### config.mk
export PLATFORM = sky130hd
export DESIGN_NAME = rr_req_agent
export DESIGN_NICKNAME = d
export VERILOG_FILES = /design/src/rtl/rr_req_agent.sv
export SDC_FILE = /design/constraint.sdc
export NUM_CORES = 1
export LEC_CHECK = 0
export ABC_AREA = 1
export CORE_UTILIZATION = 30
export CTS_CLUSTER_SIZE = 28
export DETAILED_ROUTE_END_ITERATION = 10
export PLACE_DENSITY_LB_ADDON = 0.1
export SYNTH_ARGS = -nofsm -noshare
export SYNTH_HDL_FRONTEND = slang
export SYNTH_SLANG_ARGS = --single-unit
### constraint.sdc
create_clock -name clk -period 2.15 [get_ports clk]
set_input_delay 0.43 -clock clk [delete_from_list [all_inputs] [get_ports clk]]
set_output_delay 0.43 -clock clk [all_outputs]
set_load 0.1 [all_outputs]
### src/rtl/rr_req_agent.sv
// rr_req_agent: requester-side agent for one port of a 2-way round-robin arbiter.
// Local transactions are queued in a DEPTH-entry FIFO. req is raised while
// entries are pending. On gnt the head entry is presented on out_* for that
// cycle and popped.
// Optional feature macro: RR_REQ_STARVE_EN enables the ungranted-wait counter
// and the starve flag. When the macro is undefined, starve is tied low.
module rr_req_agent #(
    parameter int DATA_W     = 8,
    parameter int DEPTH      = 4,
    parameter int STARVE_MAX = 15
) (
    input  logic                       clk,
    input  logic                       rst_n,
    input  logic                       in_valid,
    input  logic [DATA_W-1:0]          in_data,
    output logic                       in_ready,
    output logic                       req,
    input  logic                       gnt,
    output logic                       out_valid,
    output logic [DATA_W-1:0]          out_data,
    output logic [$clog2(DEPTH):0]     count,
    output logic                       gnt_err,
    output logic                       starve
);

    localparam int AW = $clog2(DEPTH);
    localparam int CW = AW + 1;

    logic [DEPTH-1:0][DATA_W-1:0] mem;
    logic [AW-1:0]                rd_ptr;
    logic [AW-1:0]                wr_ptr;
    logic                         push;
    logic                         pop;

    // Status decode. A transfer is masked while in reset, so the reset cycle
    // never moves data even if the arbiter grants.
    assign in_ready  = (count != CW'(DEPTH));
    assign req       = (count != '0);
    assign out_valid = rst_n && req && gnt;
    assign out_data  = mem[rd_ptr];
    assign push      = in_valid && in_ready;
    assign pop       = out_valid;

    // Payload storage. It needs no reset because the pointers gate every read.
    always_ff @(posedge clk) begin
        if (push) begin
            mem[wr_ptr] <= in_data;
        end
    end

    // Pointers, occupancy and the sticky grant-error flag.
    always_ff @(posedge clk) begin
        if (!rst_n) begin
            rd_ptr  <= '0;
            wr_ptr  <= '0;
            count   <= '0;
            gnt_err <= 1'b0;
        end else begin
            if (push) wr_ptr <= wr_ptr + 1'b1;
            if (pop)  rd_ptr <= rd_ptr + 1'b1;
            if (push && !pop)      count <= count + 1'b1;
            else if (pop && !push) count <= count - 1'b1;
            if (gnt && !req) gnt_err <= 1'b1;
        end
    end

`ifdef RR_REQ_STARVE_EN
    logic [7:0] wait_cnt;

    // Count consecutive ungranted request cycles, saturating at 255.
    always_ff @(posedge clk) begin
        if (!rst_n || gnt || !req) begin
            wait_cnt <= '0;
        end else if (wait_cnt != 8'hFF) begin
            wait_cnt <= wait_cnt + 1'b1;
        end
    end

    assign starve = (wait_cnt >= 8'(STARVE_MAX));
`else
    logic unused_starve_max;
    assign unused_starve_max = (STARVE_MAX != 0);
    assign starve = 1'b0;
`endif

endmodule

==> results of run 1 <==
[cell type report]
cell class,instances,area [sq um]
sequential,40,1130
clock buffer,6,82.6
inverter,17,77.6
timing repair buffer,38,425
fill,525,3170
multi-input combinational,87,517
clock inverter,2,10.0
tap,72,90.1
[layout by cell type (no fill, tap or decap), drive strengths merged]
master / n
nor2: 29
bufinv: 1
clkinv: 2
nand3b: 1
o21ai: 19
nand3: 2
edfxtp: 32
clkbuf: 6
buf: 27
fa: 1
dfxtp: 8
ha: 5
nand4: 1
nand2: 16
conb: 1
a21oi: 4
o22ai: 8
inv: 16
clkdlybuf4s50: 11
[worst min-delay path by stage]
| stage | start | to | slack (ns) |
|---|---|---|---|
| detailed placement | gnt_err | gnt_err | 0.44 |
| floorplan | wr_ptr[1] | wr_ptr[1] | 0.50 |
| finish | gnt_err | gnt_err | 0.45 |
| CTS | gnt_err | gnt_err | 0.46 |
| global route | gnt_err | gnt_err | 0.48 |
| global placement | gnt_err | gnt_err | 0.44 |
[worst reg2reg max path: stages, from the launching register on]
cell and delay, ns:
dfxtp_4 0.36, nor2_2 0.22, nand2_4 0.10, nand2_1 0.12
inv_2 0.04, ha_1 0.19, inv_1 0.09, fa_1 0.42
o21ai_0 0.16, nor2_1 0.05
[stage by stage]
| step | hold WS, ns | total power (W) |
|---|---|---|
| floorplan | 0.502 | 0.00200 |
| global placement | 0.438 | 0.00240 |
| detailed placement | 0.445 | 0.00243 |
| CTS | 0.457 | 0.00293 |
| global route | 0.484 | 0.00302 |
| finish | 0.451 | 0.00289 |
[sequential cells by signal, indices dropped and copies added, names as in the netlist]
name,flops
wr_ptr,2
gnt_err,1
count,3
mem,32
rd_ptr,2
[power by group]
group	switching (W)	internal, W
combinational	0.000984	0.000409
sequential	0.0000569	0.000947
clock	0.000235	0.000256
[cells by family after synthesis]
kind of cell,Yosys count,share of synthesized area [%]
AND/OR/NAND/NOR,49,12.3
flip-flops,40,65.6
AO/OA/AOI/OAI,31,10.4
buffers and inverters,21,6.59
adder cells (fa/ha/maj),6,4.84
other,1,0.220
[metal layers]
| metal | global-route usage, % | routed length, um | vias to the layer above |
|---|---|---|---|
| met5 | 0 | 0 | - |
| met4 | 3.96 | 19 | 0 |
| met3 | 3.29 | 131 | 2 |
| met2 | 21.0 | 1760 | 20 |
| met1 | 14.6 | 1480 | 556 |
| li1 | - | - | 582 |
==> qor.yml, run 1 <==
clock_tree:
  numCtsBuffers: 5
  cts_tree: "yes"
  holdBufCountCts: 0
  cts_resized: 0
  cts_buffer_depth: 2
  clkLatencyLatePin_ns: 0.28
  htree_levels: 2
  cts-root-buf: "clkbuf_8"
  post-cts-setup-buffer-count: 0
  clkSlewWorstSetupHoldPaths_ns: 0.07
  cts.sinks: 40
critical_path:
  r2r-end: "count[1]"
  crit_chain: "bufinv_8 > o21ai_0 > o22ai_2 > buf_12"
  reg2reg_depth: 9
  r2r_start: "count[0]"
  cp_data_required_time_ns: 1.72
  cp_slowest_cell: "dfxtp_1"
  cp.depth: 4
  cp_max_fo: 10
  crit_path_end: "out_data[2]"
  cp-end-kind: "output port"
  worstSetupStartpoint: "rd_ptr[1]"
  max_stage_delay_ns: 0.53
  path_buf_inv: 2
  rrSetupSlack_ns: 0.31
  crit_type: "reg -> out"
  cp-start-kind: "flop"
  cp.arrival_ns: 1.51
  cp_top_family: "flip-flops"
synthesis:
  synth_flop_cell: "edfxtp_1"
  syn_inst: 148
  synth_top_area_share_pct: 56.3
  yosysTopAreaCell: "edfxtp_1"
  ys_ff_latch: 40
  syn_area_sq_um: 1710
  ys_warn_count: 0
  synth_fp_nets: 166
  synth_edf_count: 32
  synthTopCellsByCount: "edfxtp_1, nor2_1, o21ai_0"
  synth_area_leaders: "edfxtp_1, dfxtp_1, nor2_1"
  synth_async_sr_flop_share_pct: 0
  synth_cell_types: 24
  ys_seq_area_share_pct: 65.6
  avgSynthCellArea_sq_um: 11.5
  synth.most_common_cell: "edfxtp_1"
routing:
  wirelength_mm: 3.39
  vias: 1160
  wl_per_cell_um: 12.9
  drt_first_pass_iters: 4
  drt_iter0_markers: 38
  vias_per_cell: 4.43
  drtAntennaViolNets: 0
  drc: 0
sta:
  finalMaxSlewViolations: 0
  finalCriticalPeriod_ns: 1.94
  setup_viol: 0
  rsz0062_at_grt: "no"
  clock_skew_ns: 0.00372
  fmax_mhz: 515
  min_period_over_period_pct: 90.3
  final.setup.worst_slack_ns: 0.209
  fin_tns_setup_ns: 0
  final_hold_viol_count: 0
finish:
  synthToLayoutAreaGrowth_pct: 36.7
  antenna_cells: 0
  layout.nets: 207
  post-route-util_pct: 42.4
  stdcell_area_sq_um: 2330
  final_layout_size_suffix_gt1_share_pct: 28.4
  instances_no_fill: 262
hold_path:
  min-delay-path-class: "reg -> reg"
  whs_path_depth: 2
pwr:
  ir_drop_mv: 0.597
  pwr_density_cell_nw_per_um2: 1240
  leakage_nw: 0.926
grt:
  grt_start_max_net_pins: 19
  grtUsageTotal_pct: 12.1
  grt_overflow: 0
  antenna_found_initial: 0
  grt_first_pass_wirelength_mm: 5.38
  grt_pass1_vias: 1117
placement:
  port_buffers: 26
  gp_congestion: 0.676
  dp.final_hpwl_mm: 2.43
  placed_cells: 254
  place_area_sq_um: 2240
  pre_cts_ws_ns: -0.0138
die:
  coreArea_sq_um: 5510
  ios: 28
  rows: 27
  start_util_pct: 31.0
  die_area_sq_um: 6000
  dieHeight_um: 77.5
  die_w_um: 77.5
run:
  max-cap-violations: 0
status:
  status: "finished, final reports clean"
No activity file was read; power rests on OpenSTA's default activity.
==> run 2: changes to the inputs <==
Settings changed: SLEW_MARGIN set to 30.
==> results of run 2 <==
The final DEF is identical to that of run 1; final timing and power are the same.
